`config.mk`:
```
export PLATFORM = sky130hd
export DESIGN_NAME = cpu_ctrl_seq
export DESIGN_NICKNAME = d
export VERILOG_FILES = /design/src/rtl/cpu_pkg.sv /design/src/rtl/cpu_ctrl_watchdog.sv /design/src/rtl/cpu_ctrl_seq.sv
export SDC_FILE = /design/constraint.sdc
export NUM_CORES = 1
export LEC_CHECK = 0
export CAP_MARGIN = 30
export CORE_ASPECT_RATIO = 0.9
export CORE_MARGIN = 8
export CORE_UTILIZATION = 41
export CTS_CLUSTER_DIAMETER = 100
export DETAILED_ROUTE_END_ITERATION = 8
export PLACE_DENSITY = 0.74
export SYNTH_ARGS = -nofsm -noshare
export SYNTH_HDL_FRONTEND = slang
export SYNTH_SLANG_ARGS = --single-unit
```
`constraint.sdc`:
```
create_clock -name clk -period 2.2 [get_ports clk]
set_input_delay 0.44 -clock clk [delete_from_list [all_inputs] [get_ports clk]]
set_output_delay 0.44 -clock clk [all_outputs]
set_load 0.02 [all_outputs]
```
`src/rtl/cpu_pkg.sv`:
```
// cpu_pkg: opcodes, sequencer state encoding and accumulator source select for the 8-bit CPU
package cpu_pkg;
    typedef enum logic [2:0] {
        S_FETCH  = 3'd0,
        S_FWAIT  = 3'd1,
        S_DECODE = 3'd2,
        S_MWAIT  = 3'd3,
        S_HALT   = 3'd4,
        S_FAULT  = 3'd5
    } state_t;
    localparam logic [3:0] OP_LDA = 4'h1;
    localparam logic [3:0] OP_ADD = 4'h2;
    localparam logic [3:0] OP_SUB = 4'h3;
    localparam logic [3:0] OP_STA = 4'h4;
    localparam logic [3:0] OP_LDI = 4'h5;
    localparam logic [3:0] OP_JMP = 4'h6;
    localparam logic [3:0] OP_JC  = 4'h7;
    localparam logic [3:0] OP_JZ  = 4'h8;
    localparam logic [3:0] OP_OUT = 4'hE;
    localparam logic [3:0] OP_HLT = 4'hF;
    localparam logic [1:0] ASEL_ALU = 2'b00;
    localparam logic [1:0] ASEL_MEM = 2'b01;
    localparam logic [1:0] ASEL_IMM = 2'b10;
    function automatic logic is_mem_op(input logic [3:0] op);
        return op inside {OP_LDA, OP_ADD, OP_SUB, OP_STA};
    endfunction
    function automatic logic is_bad_op(input logic [3:0] op);
        return op inside {[4'h9:4'hD]};
    endfunction
endpackage

```
`src/rtl/cpu_ctrl_watchdog.sv`:
```
// cpu_ctrl_watchdog: counts unacknowledged memory wait cycles and flags a timeout at MAX_WAIT
module cpu_ctrl_watchdog #(
    parameter int MAX_WAIT = 15,
    parameter int WAIT_W   = 4
) (
    input  logic clk,
    input  logic rst,
    input  logic clr,
    input  logic busy,
    input  logic ack,
    output logic timeout
);
    logic [WAIT_W-1:0] cnt;
    always_ff @(posedge clk or posedge rst)
        if (rst) cnt <= '0;
        else if (clr) cnt <= '0;
        else if (busy && !ack) cnt <= cnt + 1'b1;
    // an ack in the timeout cycle takes priority
    assign timeout = busy && !ack && cnt == WAIT_W'(MAX_WAIT);
endmodule

```
`src/rtl/cpu_ctrl_seq.sv`:
```
// cpu_ctrl_seq: multi-cycle fetch/decode/execute sequencer with single-step and memory watchdog
module cpu_ctrl_seq
    import cpu_pkg::*;
#(
    parameter int MAX_WAIT = 15,
    parameter int WAIT_W   = 4
) (
    input  logic       clk,
    input  logic       rst,
    input  logic       run,
    input  logic       step_mode,
    input  logic       step,
    input  logic [3:0] opcode,
    input  logic       flag_c,
    input  logic       flag_z,
    input  logic       mem_ack,
    output logic       mem_req,
    output logic       mem_we,
    output logic       mar_load,
    output logic       mar_sel,
    output logic       ir_load,
    output logic       pc_inc,
    output logic       pc_load,
    output logic       a_load,
    output logic [1:0] a_sel,
    output logic       alu_sub,
    output logic       flags_load,
    output logic       out_load,
    output logic       retire,
    output logic       halted,
    output logic       fault,
    output logic [2:0] state
);
    state_t state_q, state_d;
    logic step_q, go, busy, clr, timeout;
    assign go = run && (!step_mode || (step && !step_q));
    assign busy = state_q == S_FWAIT || state_q == S_MWAIT;
    assign clr = (state_q == S_FETCH && go) || (state_q == S_DECODE && is_mem_op(opcode));
    cpu_ctrl_watchdog #(.MAX_WAIT(MAX_WAIT), .WAIT_W(WAIT_W)) u_wd (
        .clk(clk), .rst(rst), .clr(clr), .busy(busy), .ack(mem_ack), .timeout(timeout)
    );
    always_ff @(posedge clk or posedge rst)
        if (rst) begin
            state_q <= S_FETCH;
            step_q  <= 1'b0;
        end else begin
            state_q <= state_d;
            step_q  <= step;
        end
    always_comb begin
        state_d = state_q;
        case (state_q)
            S_FETCH:  state_d = go ? S_FWAIT : S_FETCH;
            S_FWAIT:  state_d = mem_ack ? S_DECODE : timeout ? S_FAULT : S_FWAIT;
            S_DECODE: state_d = is_mem_op(opcode) ? S_MWAIT : opcode == OP_HLT ? S_HALT :
                                is_bad_op(opcode) ? S_FAULT : S_FETCH;
            S_MWAIT:  state_d = mem_ack ? S_FETCH : timeout ? S_FAULT : S_MWAIT;
            S_HALT, S_FAULT: state_d = state_q;
            default:  state_d = S_FETCH;
        endcase
    end
    // all strobes are held low during reset, including the FETCH mar_load
    always_comb begin
        mem_req    = 1'b0;
        mem_we     = 1'b0;
        mar_load   = 1'b0;
        mar_sel    = 1'b0;
        ir_load    = 1'b0;
        pc_inc     = 1'b0;
        pc_load    = 1'b0;
        a_load     = 1'b0;
        a_sel      = ASEL_ALU;
        alu_sub    = 1'b0;
        flags_load = 1'b0;
        out_load   = 1'b0;
        retire     = 1'b0;
        if (!rst)
            case (state_q)
                S_FETCH: mar_load = go;
                S_FWAIT: begin
                    mem_req = !timeout;
                    ir_load = mem_ack;
                    pc_inc  = mem_ack;
                end
                S_DECODE: begin
                    mar_load = is_mem_op(opcode);
                    mar_sel  = is_mem_op(opcode);
                    a_load   = opcode == OP_LDI;
                    a_sel    = opcode == OP_LDI ? ASEL_IMM : ASEL_ALU;
                    pc_load  = opcode == OP_JMP || (opcode == OP_JC && flag_c) || (opcode == OP_JZ && flag_z);
                    out_load = opcode == OP_OUT;
                    retire   = !is_mem_op(opcode) && !is_bad_op(opcode);
                end
                S_MWAIT: begin
                    mem_req    = !timeout;
                    mem_we     = !timeout && opcode == OP_STA;
                    a_load     = mem_ack && opcode inside {OP_LDA, OP_ADD, OP_SUB};
                    a_sel      = mem_ack && opcode == OP_LDA ? ASEL_MEM : ASEL_ALU;
                    flags_load = mem_ack && opcode inside {OP_ADD, OP_SUB};
                    alu_sub    = mem_ack && opcode == OP_SUB;
                    retire     = mem_ack;
                end
                default: ;
            endcase
    end
    assign halted = state_q == S_HALT;
    assign fault  = state_q == S_FAULT;
    assign state  = state_q;
endmodule
```
Yosys cells after proc, flatten, opt, wreduce, memory -nomap -nowiden
Index checks and enable logic that the tools add are counted. W data, S select, Z words.

Add/sub/neg operators: 1. Multipliers: 0. Div/mod/pow operators: 0. Order comparisons: 2. Eq/ne operators: 16. Shift-type cells: 0. Muxes and demuxes: 37. Bitwise gates (word level): 0. Reduce and logical (&&, ||, !) cells: 33.

Operators by type and width (count): $mux W1 (21); $mux W3 (7); $eq A4 B3 Y1 const B (4); $eq A4 B4 Y1 const B (4); $logic_and A1 B1 Y1 (15); $pmux W3 S5 (1); $eq A4 B2 Y1 const B (2); $mux W4 (2); $eq A3 B2 Y1 const B (2); $eq A3 B3 Y1 const B (2); $logic_not A1 Y1 (6); $pmux W1 S2 (3); $logic_or A1 B1 Y1 (5); $add A4 B1 Y4 const B (1); $eq A4 B1 Y1 const B (1); $ge A4 B4 Y1 const B (1); $le A4 B4 Y1 const B (1); $mux W2 (2); $pmux W2 S2 (1); $reduce_bool A2 Y1 (2); $reduce_bool A4 Y1 (1); $reduce_or A2 Y1 (2); $eq A3 B1 Y1 const B (1); $logic_not A3 Y1 (1); $reduce_bool A3 Y1 (1).

Flip-flop bits (word level): 8. Bits in latches: 0. RAM bits: 0. Bits in read-only memories: 0. Output and inout port bits: 19. Word-level logic and storage cells: 92. Memories kept: 0.

Logic depth before layout (Yosys ltp)
Depth in word-level cells: 8. Depth in mapped cells: 5. Gate-level depth less buffers: 4.

Hierarchy
From an unflattened synthesis, not the netlist that was laid out.

Cells, all modules: 89. Area, all modules: 733.2 µm².

By module, submodules not included: cpu_ctrl_seq (instances 1, cells each 70, area each 519.2 µm², sequential area each 100.1 µm²); cpu_ctrl_watchdog (instances 1, cells each 19, area each 214.0 µm², sequential area each 100.1 µm²).

Least setup slack after synthesis
Ideal clock, no wire load.

Path type: input -> output. Start point: in opcode[3]. End point: out mem_we. Data arrival time: 2.014 ns. Data required time: 1.760 ns. Setup slack: -0.254 ns. Cell stages on the path: 3. Cell sequence: clkbuf_1 or4b_2 nor4b_1.

Longest elaborated chain between the ends: 4.

RTL lines: start: declaration (RTL line cpu_ctrl_seq.sv:13) `input logic [3:0] opcode,`; $eq A4 B3 Y1 (RTL line cpu_ctrl_seq.sv:96) `mem_we = !timeout && opcode == OP_STA;`; $logic_and A1 B1 Y1 (RTL line cpu_ctrl_seq.sv:96); $mux W1 (RTL line cpu_ctrl_seq.sv:78) `case (state_q)`; $mux W1 (RTL line cpu_ctrl_seq.sv:77) `if (!rst)`; end: declaration (RTL line cpu_ctrl_seq.sv:18) `output logic mem_we,`.

No other way between the ends.

Worst setup path after layout
Start point: in opcode[1]. End point: out mem_we.

The elaborated chain is that of the path after synthesis.

==> flow_summary.json <==
{
  "path_depth": 4,
  "setup_ws_ns": 0.0544,
  "routedWlPerCell_um": 15.1,
  "grt_max_degree": 10,
  "path_delay_family": "simple AND/OR/NAND/NOR gates",
  "post_layout_nonfiller_instances": 167,
  "num_rows": 14,
  "antenna_cells": 0,
  "detail-route-antenna-nets": 0,
  "period_share": 0.975,
  "drive_gt1_frac": 0.434,
  "powerDensity_nw_per_um2": 769,
  "r2r_end": "u_wd.cnt[3]",
  "yosys_warnings": 0,
  "worst-setup-path-type": "in -> out",
  "setup-tns-final_ns": 0,
  "clock_latency_ns": 0.25,
  "dpl.hpwl_um": 1970,
  "rr_worst_depth": 5,
  "status": "complete, no violations",
  "crit-reg2reg-launch": "state[2]",
  "port-buffer-count": 30,
  "cts_root_buffer": "clkbuf_4",
  "worstPathCellList": "dlygate4sd2_1, or4b_4, nor4b_4, buf_4",
  "ir_drop_v": 0.000901,
  "critPathMaxFanout": 2,
  "syn_to_final_growth_pct": 74.9,
  "slew_viol_final": 0,
  "holdBufCountCts": 0,
  "routed_wl_um": 2510,
  "clk_pin_slew_worst_paths_ns": 0.05,
  "grt_pass1_wl_um": 4220,
  "synthArstFlopShare": 1.00,
  "end_kind": "output pin",
  "pin_count": 31,
  "drc": 0,
  "critPathSlowestCell": "or4b_4",
  "netlist_area_um2": 728,
  "dp_cells": 164,
  "worst-path-buf-inv": 2,
  "cts_tree": "yes",
  "die_y_um": 56.0,
  "tightestPinTransition_ns": 0.402,
  "antenna_found_initial": 0,
  "reg2reg_slack_ns": 0.34,
  "synthCells": 93,
  "fin_skew_ns": 0.00906,
  "initial_core_util": 0.438,
  "grt_usage": 0.156,
  "clk_path_buf_depth": 2,
  "dieArea_um2": 3380,
  "firstDrtPassIters": 4,
  "vias_per_cell": 5.49,
  "postCtsSetupBuffers": 0,
  "fin_crit_ns": 2.15,
  "gr-total-overflow": 0,
  "slowest_delay_ns": 0.55,
  "drt_iter0_markers": 35,
  "core-area_um2": 1660,
  "rsz0062_at_grt": "false",
  "syn_avg_cell_area_um2": 7.83,
  "final_util": 0.765,
  "required_ns": 1.76,
  "finalSetupViolations": 0,
  "crit_end": "mem_we",
  "arrival_ns": 1.71,
  "synth_seq_cells": 8,
  "syn_nets": 106,
  "grt_pass1_vias": 940,
  "drv_cap": 0,
  "die_w_um": 60.4,
  "gp_congestion": 0.808,
  "cp-startpoint": "opcode[1]",
  "hold_path_class": "in -> async",
  "leakagePower_nw": 0.622,
  "yosysUniqueCellTypes": 37,
  "synth_seq_area_share": 0.275,
  "nets": 158,
  "relSlewSlack": 0.729,
  "fmax_ghz": 0.466,
  "yosys_most_used_dff": "dfrtp_1",
  "synth-edff-count": 0,
  "critPathLaunchType": "input port",
  "dp_worst_setup_slack_ns": -0.716,
  "num_vias": 917,
  "htreeDepth": 1,
  "cts.sinks": 8,
  "cts_buffers": 3,
  "finalHoldViolCount": 0
}
## kinds of logic after synthesis
group,Yosys count,synth area share
buffers and inverters,14,0.0893
xor gates and xnor gates,3,0.0361
DFF,8,0.275
adders and majority gates,1,0.0172
muxes,2,0.0275
and+or+nand+nor,49,0.406
AOI/OAI and AO/OA,16,0.149
## how the worst min path moves through the flow
stage / start / end / cells past startpoint
after global placement: state[0] / state[0] / 2
after global routing: rst / u_wd.cnt[2] / 3
after detailed placement: u_wd.cnt[3] / u_wd.cnt[3] / 2
final: rst / u_wd.cnt[2] / 3
after floorplan: rst / state[0] / 1
after CTS: u_wd.cnt[3] / u_wd.cnt[3] / 2
## cells in the mapped netlist, drive strengths merged (2+ instances only)
cell / number / area share
dfrtp: 8 / 0.27
nor2: 8 / 0.041
nand2: 7 / 0.036
o21ai: 7 / 0.048
clkbuf: 6 / 0.031
nand3: 6 / 0.041
nor3: 6 / 0.041
inv: 5 / 0.026
nor4b: 5 / 0.060
buf: 3 / 0.033
nor2b: 3 / 0.026
a211oi: 2 / 0.027
and4bb: 2 / 0.034
mux2i: 2 / 0.027
nand2b: 2 / 0.017
or3: 2 / 0.017
xor2: 2 / 0.024
## worst register-to-register path, delay by kind of cell, from the launching register on
family | cells | cell delay, ns
AOI/OAI and AO/OA | 1 | 0.22
buffers and inverters | 2 | 0.36
DFF | 1 | 0.47
and+or+nand+nor | 2 | 0.72
## power by group
part	leakage (nW)	switching (W)	internal, W	total [W]
Sequential	0.102	0.0000662	0.000194	0.000260
Combinational	0.506	0.000299	0.000311	0.000610
Clock	0.0138	0.0000474	0.0000622	0.000110
## per-layer routing
layer,global-route usage,vias to the layer above,part of all wire
met2,0.258,48,0.48
met1,0.186,420,0.38
met5,0,-,0
met3,0.0531,10,0.11
li1,-,439,-
met4,0.0332,0,0.030
## state kept, by name, summed over array words and instances, names as in the netlist
register  count
state         3
step_q        1
u_wd.cnt      4
## cell usage in the layout, fill, tap and decap left out, types with 2 or more instances in the layout
cell / instances
clkbuf_2: 2
nor2_1: 8
buf_2: 4
inv_1: 5
xor2_1: 2
nor4b_2: 3
o21ai_0: 6
clkdlybuf4s15_2: 2
and4bb_2: 2
nor2b_1: 3
buf_6: 3
mux2i_1: 2
nand2_2: 2
nand3_1: 5
nand2b_1: 2
buf_4: 29
dlygate4sd2_1: 4
clkdlybuf4s50_1: 8
dlymetal6s2s_1: 4
nand2_1: 5
clkbuf_4: 3
nor3_2: 2
nor3_1: 4
dfrtp_2: 2
dfrtp_1: 6
## through the flow
stage / area (µm²) / hold slack, ns / total power [W]
final: 1270 / 0.330 / 0.000979
after global routing: 1270 / 0.364 / 0.00105
after CTS: 1240 / 0.585 / 0.000967
after detailed placement: 1210 / 0.579 / 0.000843
after global placement: 1210 / 0.550 / 0.000828
after floorplan: 734 / 0.256 / 0.000548
## what timing repair did
item / CTS / global route
pin swaps: 2 / 2
endpoints found under the setup margin: 14 / 16
gates resized for setup: 74 / 19
cloned: 0 / 0
## area by class of cell
class	count	area, µm²
Sequential cell	8	203
Multi-Input combinational cell	71	531
Clock buffer	3	22.5
Fill cell	127	390
Inverter	5	18.8
Tap cell	24	30.0
Timing Repair Buffer	56	469
Power figures use the tool's default switching activity.
